File: config.mk
export PLATFORM = sky130hd
export DESIGN_NAME = hud_digit_display
export DESIGN_NICKNAME = d
export VERILOG_FILES = /design/src/rtl/hud_pkg.sv /design/src/rtl/hud_blink_timer.sv /design/src/rtl/hud_digit_display.sv
export SDC_FILE = /design/constraint.sdc
export NUM_CORES = 1
export LEC_CHECK = 0
export BUFFER_PORTS_ARGS = -buffer_cell sky130_fd_sc_hd__buf_2
export CAP_MARGIN = 0
export CORE_ASPECT_RATIO = 0.7
export CORE_MARGIN = 2
export CORE_UTILIZATION = 54
export DETAILED_ROUTE_END_ITERATION = 12
export PLACE_DENSITY = 0.78
export SLEW_MARGIN = 20
export SYNTH_ARGS = -nofsm -noshare
export SYNTH_HDL_FRONTEND = slang
export SYNTH_SLANG_ARGS = --single-unit
File: constraint.sdc
create_clock -name clk -period 2.9 [get_ports clk]
set_input_delay 0.29 -clock clk [delete_from_list [all_inputs] [get_ports clk]]
set_output_delay 0.29 -clock clk [all_outputs]
set_load 0.05 [all_outputs]
File: src/rtl/hud_pkg.sv
// Shared types and constants for the HUD digit renderer: digit type, row and
// blink-state enums, per-row digit counts and BCD saturation.
package hud_pkg;

    typedef logic [3:0] bcd_t;

    typedef enum logic [1:0] {
        ROW_SCORE,
        ROW_SPEED,
        ROW_FUEL
    } row_e;

    typedef enum logic {
        STEADY,
        BLINK
    } blink_state_e;

    localparam int SCORE_DIGITS = 4;
    localparam int SPEED_DIGITS = 3;
    localparam int FUEL_DIGITS  = 2;

    // Inputs are compared at their full width so a 5-bit 18 clamps to 9.
    function automatic bcd_t sat_bcd(input logic [4:0] d);
        return (d > 5'd9) ? 4'd9 : d[3:0];
    endfunction

endpackage

File: src/rtl/hud_blink_timer.sv
// Low-fuel blink timer: STEADY/BLINK state, frame counter and display phase,
// advanced once per startOfFrame. state_dbg exposes the FSM state.
module hud_blink_timer
    import hud_pkg::*;
#(
    parameter int BLINK_FRAMES = 15
) (
    input  logic         clk,
    input  logic         resetN,
    input  logic         startOfFrame,
    input  logic         fuelLow,
    output logic         phase,
    output blink_state_e state_dbg
);

    localparam int CW = $clog2(BLINK_FRAMES + 1);

    blink_state_e   state_q;
    logic [CW-1:0]  count_q;
    logic           phase_q;

    // fuelLow lags the snapshot by one clock, so the frame that captured a low
    // value is still shown steadily; blinking starts at the following frame.
    always_ff @(posedge clk or negedge resetN) begin
        if (!resetN) begin
            state_q <= STEADY;
            count_q <= '0;
            phase_q <= 1'b1;
        end else if (startOfFrame) begin
            case (state_q)
                STEADY: begin
                    count_q <= '0;
                    phase_q <= 1'b1;
                    if (fuelLow)
                        state_q <= BLINK;
                end
                BLINK: begin
                    if (!fuelLow) begin
                        state_q <= STEADY;
                        count_q <= '0;
                        phase_q <= 1'b1;
                    end else if (count_q == CW'(BLINK_FRAMES - 1)) begin
                        count_q <= '0;
                        phase_q <= ~phase_q;
                    end else begin
                        count_q <= count_q + CW'(1);
                    end
                end
                default: state_q <= STEADY;
            endcase
        end
    end

    assign phase     = phase_q;
    assign state_dbg = state_q;

endmodule

File: src/rtl/hud_digit_display.sv
// HUD digit renderer: per-frame snapshot of score/speed/fuel BCD buses and a
// two-stage pixel pipeline. Define HUD_LEADING_ZERO_BLANK_EN for leading-zero blanking.
module hud_digit_display
    import hud_pkg::*;
#(
    parameter int HUD_X           = 520,
    parameter int HUD_Y           = 16,
    parameter int DIGIT_W         = 16,
    parameter int DIGIT_H         = 32,
    parameter int ROW_GAP         = 8,
    parameter int LOW_FUEL_THRESH = 20,
    parameter int BLINK_FRAMES    = 15
) (
    input  logic        clk,
    input  logic        resetN,
    input  logic        startOfFrame,
    input  logic [10:0] pixelX,
    input  logic [10:0] pixelY,
    input  logic [3:0]  scoreMMsb,
    input  logic [3:0]  scoreMLsb,
    input  logic [3:0]  scoreLMsb,
    input  logic [4:0]  scoreLLsb,
    input  logic [3:0]  speedMsb,
    input  logic [3:0]  speedMidb,
    input  logic [3:0]  speedLsb,
    input  logic [3:0]  fuelMsb,
    input  logic [3:0]  fuelLsb,
    output logic        drawingRequest,
    output logic [3:0]  digitCode,
    output logic [4:0]  offsetX,
    output logic [5:0]  offsetY,
    output logic        fuelLow
);

`ifdef HUD_LEADING_ZERO_BLANK_EN
    localparam bit BLANK_EN = 1'b1;
`else
    localparam bit BLANK_EN = 1'b0;
`endif

    localparam int          LOG2_W    = $clog2(DIGIT_W);
    localparam int          ROW_PITCH = DIGIT_H + ROW_GAP;
    localparam logic [10:0] HUD_X11   = 11'(HUD_X);
    localparam logic [10:0] ROW_TOP0  = 11'(HUD_Y);
    localparam logic [10:0] ROW_TOP1  = 11'(HUD_Y + ROW_PITCH);
    localparam logic [10:0] ROW_TOP2  = 11'(HUD_Y + 2 * ROW_PITCH);
    localparam logic [10:0] H11       = 11'(DIGIT_H);
    localparam logic [10:0] W_MASK    = 11'(DIGIT_W - 1);
    localparam logic [10:0] H_MASK    = 11'(DIGIT_H - 1);

    // Shadow registers: index 0 is the rightmost digit of each field.
    bcd_t [SCORE_DIGITS-1:0] score_q, score_d;
    bcd_t [SPEED_DIGITS-1:0] speed_q, speed_d;
    bcd_t [FUEL_DIGITS-1:0]  fuel_q,  fuel_d;
    logic                    fuel_low_q, fuel_low_d;

    logic       s1_hit_q, s1_hit_d;
    row_e       s1_row_q, s1_row_d;
    logic [1:0] s1_col_q, s1_col_d;
    logic [4:0] s1_offx_q, s1_offx_d;
    logic [5:0] s1_offy_q, s1_offy_d;

    logic       draw_q, draw_d;
    bcd_t       code_q, code_d;
    logic [4:0] offx_q, offx_d;
    logic [5:0] offy_q, offy_d;

    logic         blink_phase;
    blink_state_e blink_state;
    logic         blink_dark;

    logic [10:0] dx, dy0, dy1, dy2, dy_sel, col_full;
    logic        x_ok;
    bcd_t        digit;
    logic        lead_zero;

    always_comb begin
        score_d = score_q;
        speed_d = speed_q;
        fuel_d  = fuel_q;
        if (startOfFrame) begin
            score_d = {sat_bcd({1'b0, scoreMMsb}), sat_bcd({1'b0, scoreMLsb}),
                       sat_bcd({1'b0, scoreLMsb}), sat_bcd(scoreLLsb)};
            speed_d = {sat_bcd({1'b0, speedMsb}), sat_bcd({1'b0, speedMidb}),
                       sat_bcd({1'b0, speedLsb})};
            fuel_d  = {sat_bcd({1'b0, fuelMsb}), sat_bcd({1'b0, fuelLsb})};
        end
        fuel_low_d = (({4'd0, fuel_q[1]} * 8'd10) + {4'd0, fuel_q[0]}) < 8'(LOW_FUEL_THRESH);
    end

    // Stage 1: the >= guards stop wrapped differences left of/above the HUD aliasing into a cell.
    always_comb begin
        dx       = pixelX - HUD_X11;
        x_ok     = (pixelX >= HUD_X11);
        col_full = dx >> LOG2_W;
        dy0      = pixelY - ROW_TOP0;
        dy1      = pixelY - ROW_TOP1;
        dy2      = pixelY - ROW_TOP2;
        dy_sel   = dy0;
        s1_hit_d = 1'b0;
        s1_row_d = ROW_SCORE;
        s1_col_d = '0;
        s1_offx_d = '0;
        s1_offy_d = '0;
        if (x_ok && pixelY >= ROW_TOP0 && dy0 < H11 && col_full < 11'(SCORE_DIGITS)) begin
            s1_hit_d = 1'b1;
        end else if (x_ok && pixelY >= ROW_TOP1 && dy1 < H11 && col_full < 11'(SPEED_DIGITS)) begin
            s1_hit_d = 1'b1;
            s1_row_d = ROW_SPEED;
            dy_sel   = dy1;
        end else if (x_ok && pixelY >= ROW_TOP2 && dy2 < H11 && col_full < 11'(FUEL_DIGITS)) begin
            s1_hit_d = 1'b1;
            s1_row_d = ROW_FUEL;
            dy_sel   = dy2;
        end
        if (s1_hit_d) begin
            s1_col_d  = col_full[1:0];
            s1_offx_d = 5'(dx & W_MASK);
            s1_offy_d = 6'(dy_sel & H_MASK);
        end
    end

    assign blink_dark = (blink_state == BLINK) && !blink_phase;

    // Stage 2: a digit is a leading zero when it and every digit to its left are zero.
    always_comb begin
        digit     = '0;
        lead_zero = 1'b0;
        case (s1_row_q)
            ROW_SCORE: begin
                case (s1_col_q)
                    2'd0: begin digit = score_q[3]; lead_zero = (score_q[3] == '0);   end
                    2'd1: begin digit = score_q[2]; lead_zero = (score_q[3:2] == '0); end
                    2'd2: begin digit = score_q[1]; lead_zero = (score_q[3:1] == '0); end
                    default: digit = score_q[0];
                endcase
            end
            ROW_SPEED: begin
                case (s1_col_q)
                    2'd0: begin digit = speed_q[2]; lead_zero = (speed_q[2] == '0);   end
                    2'd1: begin digit = speed_q[1]; lead_zero = (speed_q[2:1] == '0); end
                    default: digit = speed_q[0];
                endcase
            end
            ROW_FUEL: digit = s1_col_q[0] ? fuel_q[0] : fuel_q[1];
            default: ;
        endcase
        draw_d = s1_hit_q && !(BLANK_EN && lead_zero) && !((s1_row_q == ROW_FUEL) && blink_dark);
        code_d = s1_hit_q ? digit : '0;
        offx_d = s1_offx_q;
        offy_d = s1_offy_q;
    end

    always_ff @(posedge clk or negedge resetN) begin
        if (!resetN) begin
            score_q    <= '0;
            speed_q    <= '0;
            fuel_q     <= {4'd9, 4'd9};
            fuel_low_q <= 1'b0;
            s1_hit_q   <= 1'b0;
            s1_row_q   <= ROW_SCORE;
            s1_col_q   <= '0;
            s1_offx_q  <= '0;
            s1_offy_q  <= '0;
            draw_q     <= 1'b0;
            code_q     <= '0;
            offx_q     <= '0;
            offy_q     <= '0;
        end else begin
            score_q    <= score_d;
            speed_q    <= speed_d;
            fuel_q     <= fuel_d;
            fuel_low_q <= fuel_low_d;
            s1_hit_q   <= s1_hit_d;
            s1_row_q   <= s1_row_d;
            s1_col_q   <= s1_col_d;
            s1_offx_q  <= s1_offx_d;
            s1_offy_q  <= s1_offy_d;
            draw_q     <= draw_d;
            code_q     <= code_d;
            offx_q     <= offx_d;
            offy_q     <= offy_d;
        end
    end

    hud_blink_timer #(
        .BLINK_FRAMES (BLINK_FRAMES)
    ) u_blink (
        .clk          (clk),
        .resetN       (resetN),
        .startOfFrame (startOfFrame),
        .fuelLow      (fuel_low_q),
        .phase        (blink_phase),
        .state_dbg    (blink_state)
    );

    assign drawingRequest = draw_q;
    assign digitCode      = code_q;
    assign offsetX        = offx_q;
    assign offsetY        = offy_q;
    assign fuelLow        = fuel_low_q;

endmodule
==> out/qor_table.md, run 1 <==
| Parameter | Value |
|---|---|
| Synth cell types | 51 |
| Grt total ovfl | 0 |
| Largest net degree at the start of global routing | 52 |
| Die Span Y | 72.5 microns |
| Inserted Clock Buffers | 9 |
| GRT Overall Usage | 0.217 |
| Instance count after placement with tap cells included | 507 |
| Clk slew on worst S/H paths | 0.08 ns |
| Maximum clock path buffer count | 2 |
| Final cycle utilization of the critical path | 0.839 |
| Category of the most critical setup path | reg2reg |
| Clk root buf | clkbuf_8 |
| Overall die width | 102 microns |
| Status | finished clean |
| Worst hold path stage count | 3 |
| Critical path cell sequence | ha_1 > ha_1 > inv_1 > fa_1 > or3b_2 > a21oi_1 > o21a_1 |
| RSZ-0062 raised after global routing | no |
| Effective utilization at floorplan | 0.570 |
| Core footprint | 0.00634 sq mm |
| Routed Antenna Nets | 0 |
| Crit-path most repeated cell | ha_1 |
| Non-filler instance count after layout | 524 |
| Transition time of the tightest slew-check pin | 0.874 ns |
| Most used flip-flop cell after synthesis | dfrtp_1 |
| Clock latency on the worst-skew pair | 0.35 ns |
| HPWL reported at the end of detailed placement | 5640 microns |
| Antenna diode instance count | 0 |
| Wire length after detailed routing | 7500 microns |
| Most area-hungry cell type in the Yosys netlist | dfrtp_1 |
| CTS tree | done |
| Static leakage | 0.00198 uW |
| Number of enable flip-flop cells after synthesis | 0 |
| IO buf count | 76 |
| Part of the power in the clock network | 0.335 |
| Leading cell types by total area after synthesis | dfrtp_1 (46%), o21ai_0 (5.4%), ha_1 (4.2%), mux2i_1 (3.9%), inv_1 (3.8%) |
| Switching share of power | 0.296 |
| Final weighted congestion of routability-driven global placement | 0.884 |
| TritonCTS Sinks | 71 |
| Number of logic stages on the critical path including buffering | 7 |
| Setup Total Neg Slack | 0 ns |
| Family with the most delay on the worst path | adder cells |
| Worst Skew | 0.00747 ns |
| Die outline area | 0.00737 sq mm |
| Register-to-Register Path Depth | 7 |
| DRC errors left | 0 |
| Total power divided by cell area | 506 mW/mm^2 |
| Via count of the first global-routing pass | 2684 |
| Mean instance size in the synthesized netlist | 10.4 sq um |
| Category of the worst setup path capture point | register |
| Count of warnings emitted by yosys | 0 |
| Reported max-cap violation count | 0 |
| First-pass iteration count of the detailed router | 4 |
| Internal power of the cells | 1530 uW |
| Worst Path Arrival | 2.72 ns |
| Minimum clock period after layout | 2.43 ns |
| Number of vias after detailed routing | 2815 |
| PostCTS Resize Cnt | 0 |
| Fraction of layout instances using a drive strength above 1 | 0.284 |
| Nets | 504 |
| Avg WL per Cell | 14.3 microns |
| Post-CTS setup repair buffer count | 0 |
| Hold Vio Cnt, Final | 0 |
| Initial antenna violation count | 0 |
| Post-synthesis sequential area ratio | 0.493 |
| Post-CTS Hold Fix Bufs | 1 |
| Max Clock Freq | 411 MHz |
| Highest fanout seen on the critical path | 6 |
| # IOs | 79 |
| Share of the synthesized area in the top cell type | 0.457 |
| Clock H-tree levels | 3 |
| Biggest cell delay along the critical path | 0.60 ns |
| Rows | 24 |
| Wire length of the first global-routing pass | 12200 microns |
| Maximum VDD drop | 0.293 mV |
| Post-synthesis register bit count | 71 |
| Netlist area before placement | 0.00361 sq mm |
| Setup-violating endpoint count in the final report | 0 |
| Critical path data required time | 3.19 ns |
| Worst min-delay path category | in2reg |
| Number of buffer and inverter stages on the critical path | 1 |
| Average via count per standard cell | 5.37 |
| Slowest cell on crit path | dfstp_2 |
| Portion of total power attributed to combinational logic | 0.160 |
| Number of instances in the synthesized netlist | 348 |
| Worst slew margin relative to its limit | 0.418 |
| Sequential group share of total power | 0.505 |
| Async S/R FF share, synth | 1.00 |
| Switching power total | 644 uW |
| First-iteration detailed-routing DRC count | 154 |
| P&R area growth vs syn | 18.9% |
| Pins Over Slew Limit | 0 |
| Startpoint types | register |
## layout make-up
cell class | instances | area [sq um]
Multi-Input combinational cell | 227 | 1640
Fill cell | 516 | 2040
Inverter | 37 | 139
Timing Repair Buffer | 82 | 440
Tap cell | 91 | 114
Clock buffer | 9 | 124
Clock inverter | 7 | 61.3
Sequential cell | 71 | 1780
## sequential cells by signal (all words and copies together) (netlist names), 5 cells and up
register,flops
fuel_q,8
offsetY,5
offy_d,5
score_q,16
speed_q,12
## worst register-to-register path, delay by kind of cell (launching register included)
family / cells / cell delay, ns
adders and majority gates: 3 / 0.94
AOI/OAI and AO/OA: 2 / 0.27
DFF: 1 / 0.60
and+or+nand+nor: 1 / 0.49
buffers and inverters: 1 / 0.07
## worst paths after layout
path / slack (ns) / from / endpoint
max in group asynchronous: 1.67 / resetN / fuel_q[4]
worst min-delay path: 0.14 / fuelLsb[0] / fuel_q[0]
worst min register to register: 0.35 / offx_d[2] / offsetX[2]
worst max register to register: 0.47 / fuel_q[7] / fuelLow
min in group asynchronous: 0.52 / resetN / drawingRequest
worst max-delay path: 0.47 / fuel_q[7] / fuelLow
## layout by cell type, fill, tap and decap left out, drive strengths merged, types with 12 or more instances in the layout
master	synthesis	final
ha	12	12
nand2	15	15
o21ai	39	39
a31oi	12	12
dfrtp	66	66
nand3b	16	16
nor2	20	20
inv	37	41
mux2i	14	14
buf	4	81
## logic make-up after synthesis
group | count (synthesis) | synth area share
AND/OR/NAND/NOR | 97 | 0.155
flip-flops | 71 | 0.493
XOR/XNOR | 4 | 0.00969
other | 1 | 0.00104
buffers and inverters | 51 | 0.0554
AO/OA/AOI/OAI | 81 | 0.136
multiplexers | 28 | 0.0948
adder cells (fa/ha/maj) | 15 | 0.0554
## per-stage QoR
step / hold WS [ns] / cell area [sq um] / utilization / total power (uW) / setup WS [ns]
2_1_floorplan: -0.00559 / 3620 / - / 1320 / 0.629
3_3_place_gp: 0.334 / 4100 / 0.647 / 1450 / 0.579
3_5_place_dp: 0.335 / 4100 / 0.647 / 1460 / 0.488
4_1_cts: 0.129 / 4300 / 0.678 / 2190 / 0.466
5_1_grt: 0.129 / 4300 / 0.678 / 2290 / 0.392
6_report: 0.138 / 4300 / 0.678 / 2180 / 0.468
## routing by layer
metal / global-route usage / wire length [microns] / up-vias
met5: 0 / 0 / -
met4: 0.0631 / 76 / 0
met3: 0.0530 / 370 / 7
met2: 0.343 / 3470 / 83
met1: 0.300 / 3580 / 1334
li1: - / - / 1391
## synthesized netlist by cell type, drive strengths merged (2+ instances only)
library cell  instances
nor3b                 8
o2111ai               2
dfrtp                66
nor2b                 3
nand3                10
o21ai                39
a31oi                12
fa                    2
mux2                 10
and3                  2
nand2b                2
clkbuf               10
nor3                  4
a311oi                2
nor2                 20
buf                   4
dfstp                 5
nand3b               16
and2                  6
o22ai                 6
mux4                  4
ha                   12
nand2                15
and3b                 4
o31ai                 2
nor4                  2
xnor2                 3
a21oi                10
mux2i                14
inv                  37
## power by group through the flow
stage / combinational (uW) / clock (uW) / sequential [uW]
floorplan: 204 / 0 / 1120
global placement: 332 / 0 / 1110
detailed placement: 346 / 0 / 1120
CTS: 349 / 744 / 1100
global route: 389 / 795 / 1110
finish: 348 / 728 / 1100
(Power assumes the default switching activity.)
==> run 2, diff against run 1 <==
clock period = 2.4 ns   (was 2.9 ns; I/O delays follow)
==> run 2 against run 1 <==
Die area is the same. Critical path depth unchanged. Power up 30%. Core utilization grew 1.2 points. Design area grew 1.8%. Critical path type unchanged. Maximum frequency increased by 4.6%. Sequential cell count did not move. Global-route usage is 0.33 points higher. Wire length is 2.4% lower. Combinational power grew 22%.
==> out/qor_table.md, run 2 (synthesis gave the netlist of run 1 again) <==
| Parameter | Value |
|---|---|
| Status | finished clean |
| Clk slew on worst S/H paths | 0.09 ns |
| Setup-violating endpoint count in the final report | 0 |
| Register containing the most flip-flops in the final layout | score_q |
| Total Power | 2830 uW |
| Wire length after detailed routing | 7320 microns |
| Minimum clock period after layout | 2.33 ns |
| Total power divided by cell area | 648 mW/mm^2 |
| Worst Skew | 0.0124 ns |
| Fraction of layout instances using a drive strength above 1 | 0.289 |
| Initial antenna violation count | 0 |
| Static leakage | 0.00203 uW |
| Internal power of the cells | 2060 uW |
| Maximum clock path buffer count | 2 |
| Grt total ovfl | 0 |
| # IOs | 79 |
| RSZ-0062 raised after global routing | no |
| Regs by FF count | score_q: 16 flops, speed_q: 12 flops, fuel_q: 8 flops |
| Rows | 24 |
| Most frequent standard cell in the layout excluding fill and tap cells | buf_2 |
| Overall die width | 102 microns |
| Maximum VDD drop | 0.395 mV |
| Die outline area | 0.00737 sq mm |
| Fill count | 487 |
| Max Clock Freq | 430 MHz |
| Critical path data required time | 2.70 ns |
| First-iteration detailed-routing DRC count | 103 |
| CTS tree | done |
| Commonest cells after routing, fill and taps aside | buf_2 (76), dfrtp_1 (66), o21ai_0 (39), inv_1 (37), nor2_1 (20) |
| Startpoint types | register |
| Portion of total power attributed to combinational logic | 0.150 |
| Hold Vio Cnt, Final | 0 |
| Nets | 507 |
| Worst Path Arrival | 2.62 ns |
| Inserted Clock Buffers | 9 |
| Placed cell areas | 0.00414 sq mm |
| Number of vias after detailed routing | 2805 |
| Post-CTS setup repair buffer count | 0 |
| Switching power total | 774 uW |
| Clock latency on the worst-skew pair | 0.36 ns |
| Average via count per standard cell | 5.32 |
| Effective utilization at floorplan | 0.570 |
| Final cycle utilization of the critical path | 0.969 |
| Wire length of the first global-routing pass | 12500 microns |
| P&R area growth vs syn | 21.0% |
| Clk root buf | clkbuf_8 |
| Highest fanout seen on the critical path | 6 |
| IO buf count | 76 |
| Via count of the first global-routing pass | 2692 |
| GRT Overall Usage | 0.220 |
| Core footprint | 0.00634 sq mm |
| Part of the power in the clock network | 0.381 |
| Final design area excluding fillers | 0.00437 sq mm |
| Flip-flop count of the largest register, all copies and words added | 16 |
| Largest net degree at the start of global routing | 72 |
| Reported max-cap violation count | 0 |
| Clock H-tree levels | 3 |
| TritonCTS Sinks | 71 |
| Pins Over Slew Limit | 0 |
| Routed Antenna Nets | 0 |
| Avg WL per Cell | 13.9 microns |
| Die Span Y | 72.5 microns |
| Transition time of the tightest slew-check pin | 0.557 ns |
| Switching share of power | 0.273 |
| Sequential group share of total power | 0.469 |
| Worst slew margin relative to its limit | 0.627 |
| DRC errors left | 0 |
| Setup Total Neg Slack | 0 ns |
| Worst min-delay path category | in2reg |
| Category of the most critical setup path | reg2reg |
| First-pass iteration count of the detailed router | 4 |
| Antenna diode instance count | 0 |
| HPWL reported at the end of detailed placement | 5550 microns |
| Final weighted congestion of routability-driven global placement | 0.861 |
| Category of the worst setup path capture point | register |
[run 2: routing by layer]
metal / wire, microns / global-route usage / vias to the layer above
met1: 3600 / 0.323 / 1345
met3: 366 / 0.0636 / 7
li1: - / - / 1389
met5: 0 / 0 / -
met2: 3300 / 0.332 / 64
met4: 55 / 0.0405 / 0
[run 2: worst max-delay path, cell delays in order, from the launching register on]
cell     delay [ns]
dfstp_2        0.58
ha_1           0.24
ha_1           0.22
inv_1          0.07
fa_1           0.42
or3b_2         0.47
a21oi_1        0.15
o21a_1         0.12
[run 2: cell type report]
| type | instances | area [sq um] | share of cell area |
|---|---|---|---|
| flip-flops and latches | 71 | 1780 | 0.408 |
| multi-input cells | 227 | 1640 | 0.374 |
| repair buffers | 85 | 475 | 0.109 |
| inverters | 37 | 139 | 0.0318 |
| clock buffers | 9 | 124 | 0.0283 |
| well taps | 91 | 114 | 0.0260 |
| clock inverters | 7 | 104 | 0.0237 |
[run 2: what timing repair did]
item / CTS / global route
resized for setup: 0 / 0
hold buffers: 1 / 0
hold endpoints to repair: 66 / 0
[run 2: per-stage QoR]
step,std cells,util,setup slack (ns),hold slack [ns]
finish,527,0.690,0.0749,0.0736
global route,527,0.690,0.0186,0.0794
CTS,527,0.690,0.0708,0.0661
detailed placement,510,0.653,0.0779,0.292
global placement,510,0.653,0.143,0.291
floorplan,349,-,0.129,-0.0556
[run 2: worst paths after layout]
kind / slack [ns] / startpoint / to / depth (start not counted)
max in group asynchronous: 1.64 / resetN / fuel_q[7] / 3
hold / removal: 0.07 / fuelMsb[0] / fuel_q[4] / 3
min in group asynchronous: 0.44 / resetN / drawingRequest / 3
setup / recovery: 0.07 / fuel_q[7] / fuelLow / 7
hold reg to reg: 0.35 / offy_d[2] / offsetY[2] / 0
setup reg to reg: 0.07 / fuel_q[7] / fuelLow / 7
[run 2: power by group through the flow]
stage | clock, uW | combinational, uW | sequential, uW
floorplan | 0 | 247 | 1350
CTS | 1100 | 428 | 1330
global placement | 0 | 407 | 1350
detailed placement | 0 | 425 | 1350
finish | 1080 | 425 | 1330
global route | 1160 | 480 | 1340
